`src/rtl/dm_cache_controller.sv`:
```
// Sequencing controller for a direct-mapped, read-only cache: tag lookup, line fetch on miss,
// array fill and single-word return. Optional hit/miss counters under `CACHE_STATS_EN`.
module dm_cache_controller #(
  parameter int unsigned ADDR_W   = 15,
  parameter int unsigned TAG_W    = 3,
  parameter int unsigned INDEX_W  = 10,
  parameter int unsigned OFFSET_W = 2,
  parameter int unsigned WORD_W   = 32,
  localparam int unsigned WORDS   = 1 << OFFSET_W,
  localparam int unsigned LINE_W  = WORD_W * WORDS
) (
  input  logic                clk,
  input  logic                rst,
  input  logic                cpu_read,
  input  logic [ADDR_W-1:0]   cpu_address,
  output logic                cpu_ready,
  output logic [WORD_W-1:0]   cpu_data,
  output logic                busy,
  output logic [INDEX_W-1:0]  arr_index,
  input  logic [TAG_W-1:0]    arr_tag_rd,
  input  logic                arr_valid_rd,
  input  logic [LINE_W-1:0]   arr_line_rd,
  output logic                arr_write,
  output logic [TAG_W-1:0]    arr_tag_wr,
  output logic [LINE_W-1:0]   arr_line_wr,
  output logic                mem_read,
  output logic [ADDR_W-1:0]   mem_address,
  input  logic                mem_ready,
  input  logic [LINE_W-1:0]   mem_line
`ifdef CACHE_STATS_EN
  ,
  output logic [15:0]         hit_count,
  output logic [15:0]         miss_count
`endif
);

  typedef enum logic [2:0] {StIdle, StLookup, StMemWait, StFill, StRespond} state_e;

  state_e              state_q, state_d;
  logic [ADDR_W-1:0]   req_q, req_d;
  logic [LINE_W-1:0]   line_q, line_d;
  logic [WORD_W-1:0]   data_q, data_d;
  logic                done_q, done_d;

  logic [TAG_W-1:0]    req_tag;
  logic [INDEX_W-1:0]  req_index;
  logic [OFFSET_W-1:0] req_off;
  logic                hit;
  logic [WORD_W-1:0]   hit_word, fill_word;

  assign req_tag   = req_q[ADDR_W-1 -: TAG_W];
  assign req_index = req_q[OFFSET_W +: INDEX_W];
  assign req_off   = req_q[OFFSET_W-1:0];
  assign hit       = arr_valid_rd && (arr_tag_rd == req_tag);

  always_comb begin
    hit_word  = '0;
    fill_word = '0;
    for (int k = 0; k < WORDS; k++) begin
      if (OFFSET_W'(k) == req_off) begin
        hit_word  = arr_line_rd[k*WORD_W +: WORD_W];
        fill_word = line_q[k*WORD_W +: WORD_W];
      end
    end
  end

  always_comb begin
    state_d = state_q;
    req_d   = req_q;
    line_d  = line_q;
    data_d  = data_q;
    done_d  = done_q;
    case (state_q)
      StIdle: begin
        if (cpu_read) begin
          req_d   = cpu_address;
          state_d = StLookup;
        end
      end
      StLookup: begin
        if (hit) begin
          data_d  = hit_word;
          state_d = StRespond;
        end else begin
          state_d = StMemWait;
        end
      end
      StMemWait: begin
        // Line is captured on mem_ready; the request drops for one cycle before the fill.
        if (done_q) begin
          done_d  = 1'b0;
          state_d = StFill;
        end else if (mem_ready) begin
          line_d = mem_line;
          done_d = 1'b1;
        end
      end
      StFill: begin
        data_d  = fill_word;
        state_d = StRespond;
      end
      StRespond: state_d = StIdle;
      default:   state_d = StIdle;
    endcase
  end

  always_ff @(posedge clk or posedge rst) begin
    if (rst) begin
      state_q <= StIdle;
      req_q   <= '0;
      line_q  <= '0;
      data_q  <= '0;
      done_q  <= 1'b0;
    end else begin
      state_q <= state_d;
      req_q   <= req_d;
      line_q  <= line_d;
      data_q  <= data_d;
      done_q  <= done_d;
    end
  end

  always_comb begin
    busy        = (state_q != StIdle);
    cpu_ready   = (state_q == StRespond);
    cpu_data    = data_q;
    mem_read    = (state_q == StMemWait) && !done_q;
    mem_address = {req_tag, req_index, {OFFSET_W{1'b0}}};
    arr_write   = (state_q == StFill);
    arr_tag_wr  = req_tag;
    arr_line_wr = line_q;
    // Idle follows the CPU so the tag read is ready by the lookup cycle.
    if (state_q == StIdle) begin
      arr_index = rst ? '0 : cpu_address[OFFSET_W +: INDEX_W];
    end else begin
      arr_index = req_index;
    end
  end

`ifdef CACHE_STATS_EN
  logic [15:0] hit_q, miss_q;

  always_ff @(posedge clk or posedge rst) begin
    if (rst) begin
      hit_q  <= '0;
      miss_q <= '0;
    end else if (state_q == StLookup) begin
      if (hit && (hit_q != 16'hFFFF)) begin
        hit_q <= hit_q + 16'd1;
      end
      if (!hit && (miss_q != 16'hFFFF)) begin
        miss_q <= miss_q + 16'd1;
      end
    end
  end

  assign hit_count  = hit_q;
  assign miss_count = miss_q;
`endif

endmodule

```
`config.mk`:
```
export PLATFORM = sky130hd
export DESIGN_NAME = dm_cache_controller
export DESIGN_NICKNAME = d
export VERILOG_FILES = /design/src/rtl/dm_cache_controller.sv
export SDC_FILE = /design/constraint.sdc
export NUM_CORES = 1
export LEC_CHECK = 0
export BUFFER_PORTS_ARGS = -buffer_cell sky130_fd_sc_hd__buf_2
export CORE_AREA = 2 2 184 186
export DETAILED_ROUTE_END_ITERATION = 6
export DIE_AREA = 0 0 186 188
export PLACE_DENSITY = 0.62
export SYNTH_ARGS = -nofsm -noshare
export SYNTH_HDL_FRONTEND = slang
export SYNTH_SLANG_ARGS = --single-unit
```
`constraint.sdc`:
```
create_clock -name clk -period 12.1 [get_ports clk]
set_input_delay 1.815 -clock clk [delete_from_list [all_inputs] [get_ports clk]]
set_output_delay 1.815 -clock clk [all_outputs]
set_load 0.05 [all_outputs]
```
# Yosys cells after proc, flatten, opt, wreduce, memory -nomap -nowiden
# Index checks and enable logic that the tools add are counted.
dict set report op_classes {
  n_reduce_logical 11
  muxes 18
  bitwise_logic 1
  n_eq_ne 11
}
# op count
set op_table {}
lappend op_table {{$mux W32} 9}
lappend op_table {{$pmux W32 S2} 1}
lappend op_table {{$mux W10} 2}
lappend op_table {{$pmux W3 S4} 1}
lappend op_table {{$mux W3} 3}
lappend op_table {{$eq A3 B2 Y1 const B} 2}
lappend op_table {{$ne A2 B2 Y1 const B} 3}
lappend op_table {{$reduce_and A2 Y1} 3}
lappend op_table {{$eq A2 B2 Y1 const A} 2}
lappend op_table {{$eq A3 B1 Y1 const B} 1}
lappend op_table {{$eq A3 B3 Y1} 1}
lappend op_table {{$eq A3 B3 Y1 const B} 1}
lappend op_table {{$logic_not A3 Y1} 1}
lappend op_table {{$reduce_and A3 Y1} 1}
lappend op_table {{$reduce_bool A3 Y1} 1}
lappend op_table {{$eq A1 B2 Y1 const A} 1}
lappend op_table {{$logic_and A1 B1 Y1} 2}
lappend op_table {{$logic_not A2 Y1} 1}
lappend op_table {{$mux W1} 2}
lappend op_table {{$reduce_bool A2 Y1} 1}
lappend op_table {{$logic_not A1 Y1} 1}
lappend op_table {{$not A1 Y1} 1}
dict set report word_totals {
  input_bits 279
  ff_bits 179
}

# Longest topological paths before layout
dict set report logic_depth {
  ltp_word 7
  mapped_depth 7
  mapped_depth_nobuf 4
}

# Least setup slack after synthesis
# OpenSTA, ideal clock, no wires.
dict set report synth_path {
  kind {input to output}
  start {input rst}
  end {output arr_index[0]}
  slack_ps 2151
  path_buffers 1
  t_required_ps 10285
  path_stages 4
  arrival_time_ps 8134
  cell_sequence {inv_1 clkbuf_1 nand3_1 nand2_1}
}
dict set report synth_via {
  elab_chain_len 2
}
# element line
set synth_rtl {}
lappend synth_rtl {{start: declaration} 13} ;# input logic rst,
lappend synth_rtl {{$mux W10} 134} ;# arr_index = rst ? '0 : cpu_address[OFFSET_W +: INDEX_W];
lappend synth_rtl {{$mux W10} 133} ;# if (state_q == StIdle) begin
lappend synth_rtl {{end: declaration} 19} ;# output logic [INDEX_W-1:0] arr_index,
# Every way passes these cells.

# Worst setup path in the final report
dict set report layout_path {
  start {input rst}
  end {output arr_index[6]}
}
# The elaborated chain is that of the path after synthesis.

==> results.ini <==
[global_route]
grt_pass1_wl_mm = 41.70
track_usage_pct = 16.04
grt_pass1_vias = 6821
grt_start_max_net_pins = 119
antenna_found_initial = 3
overflow = 0

[logic_synthesis]
synth_cells = 561
synth_edf_count = 0
ys.flop_type = dfrtp_1
yosysWarnings = 0
syn_area_um2 = 9336
avgSynthCellArea_um2 = 16.64
yosysUniqueCellTypes = 26
ys_seq_area_share_pct = 47.98
async_reset_ff_share_pct = 100.0
ys_ff_latch = 179

[finish]
fin_nets = 1275
final.fill_count = 3189
ff_latch_area_um2 = 4487
drive_above_1_share_pct = 74.73
post-route-util_pct = 37.58
syn_to_final_growth_pct = 33.28
final_area_um2 = 12440
layout_common_cells = buf_2, dfrtp_1, mux2_4
final_common_cell = buf_2
multi_input_area_um2 = 4436

[routing]
drt-initial-drc-count = 246
via_per_inst = 4.572
maxUsedRoutingLayer = met5
postRouteAntennaNets = 0
first_pass_iters = 4
drcViolationCount = 0
met1Wirelength_mm = 12.17
num_vias = 6671
drt_wl_total_mm = 28.64
met3_length_mm = 1.587
wire_per_inst_um = 19.63
wl_met2_mm = 14.30

[critical_path]
path_class = in -> out
critPathMaxStageDelay_ns = 0.54
worstPathMaxFanout = 118
path_cells = buf_2 -> inv_8 -> nand3_1 -> nand2_1 -> buf_2
cp-start-kind = primary input
cp_common_cell = buf_2
critPathCaptureType = primary output
required_ns = 10.28
cp.arrival_ns = 3.05
crit_path_top_delay_cell = inv_8

[floorplanning]
ios = 471
start_util_pct = 28.20
rows = 67
die_area_um2 = 34970
die_x_um = 186
die_y_um = 188
core_area_um2 = 33110

[clocking]
h-tree-depth = 4
cts.sinks = 179
numCtsBuffers = 17
clkSlewWorstSetupHoldPaths_ns = 0.06
cts_setup_buffers = 0
clk_latency_ns = 0.43
cts_root_buffer = clkbuf_16
cts_resized = 0
cts_hold_buffers = 0
tritoncts = yes
cts.path.max_buffers = 2

[sta]
min_period_ns = 4.866
slew_headroom_pct = 26.19
rsz0062_at_grt = false
setup_violations = 0
timing_max_transition_violations_final = 0
finalHoldViolCount = 0
setup-tns-final_ns = 0
skew_ns = 0.01179
holdWs_ns = 0.5023
worst_slew_pin_slew_ns = 1.107
finalCritPeriodShare_pct = 40.21
fmax_mhz = 205.5

[placed_design]
io_buffers = 468
routabilityCongestion = 0.7925
dp_hpwl_mm = 21.19
postPlaceCellArea_um2 = 11890

[job]
maxCapViolCount = 0

[min_path]
hold_class = reg -> reg

[run_status]
outcome = complete, no violations

[layout make-up]
| type | instances | share of cell area, % |
|---|---|---|
| multi-input cells | 321 | 35.65 |
| flip-flops and latches | 179 | 36.06 |
| clock inverters | 11 | 0.6335 |
| repair buffers | 474 | 19.19 |
| diodes | 2 | 0.04022 |
| clock buffers | 21 | 3.781 |
| inverters | 3 | 0.1508 |
| well taps | 448 | 4.505 |
[worst max-delay path, delay by kind of cell]
| family | cells | cell delay, ns |
|---|---|---|
| buffers and inverters | 3 | 0.93 |
| AND/OR/NAND/NOR | 2 | 0.28 |
[flip-flops by register name, summed over array words and instances, names as in the netlist]
signal	flops
arr_line_wr	128
cpu_data	32
done_q	1
req_q	15
state_q	3
[cells by family after synthesis]
group           after synthesis  synth area share (%)
compound gates                1               0.09383
flops                       179                 47.98
mux                         273                 44.60
xor+xnor                      3                0.2815
simple gates                 42                 2.238
buf+inv                      62                 4.771
other cells                   1               0.04017
[path summary, 6_finish.rpt]
path / start / to / slack, ns / cells past startpoint
hold / removal: cpu_data[4] / cpu_data[4] / 0.50 / 1
min in group asynchronous: rst / req_q[9] / 1.54 / 2
setup reg to reg: state_q[1] / arr_line_wr[53] / 9.10 / 5
max in group asynchronous: rst / arr_line_wr[79] / 9.13 / 3
setup / recovery: rst / arr_index[6] / 7.23 / 5
hold reg to reg: cpu_data[4] / cpu_data[4] / 0.50 / 1
[per-stage QoR]
stage / setup slack [ns] / cells
after floorplan: 2.151 / 562
after global placement: 7.206 / 1425
after detailed placement: 7.147 / 1425
after CTS: 7.146 / 1457
after global routing: 7.036 / 1458
final: 7.234 / 1459
[metal layers]
metal / track usage, % / vias up
met2: 26.37 / 260
met5: 0 / -
li1: - / 2953
met4: 5.270 / 2
met1: 20.61 / 3419
met3: 4.001 / 37
[synth_stat cells, types with 2 or more instances]
| cell | number | area share (%) |
|---|---|---|
| dfrtp_1 | 179 | 48 |
| mux2_4 | 99 | 16 |
| mux2_2 | 79 | 9.5 |
| mux4_2 | 64 | 15 |
| mux2_1 | 29 | 3.5 |
| nand2_1 | 22 | 0.88 |
| buf_4 | 19 | 1.5 |
| buf_6 | 17 | 2.1 |
| buf_2 | 11 | 0.59 |
| nand3_1 | 10 | 0.54 |
| clkbuf_1 | 9 | 0.36 |
| buf_1 | 3 | 0.12 |
| inv_1 | 3 | 0.12 |
| xnor2_1 | 3 | 0.28 |
| mux2i_1 | 2 | 0.21 |
| nor3_1 | 2 | 0.11 |
Power is not shown: default switching activity piles up to over one toggle a cycle in this logic, so the estimate is an artifact.
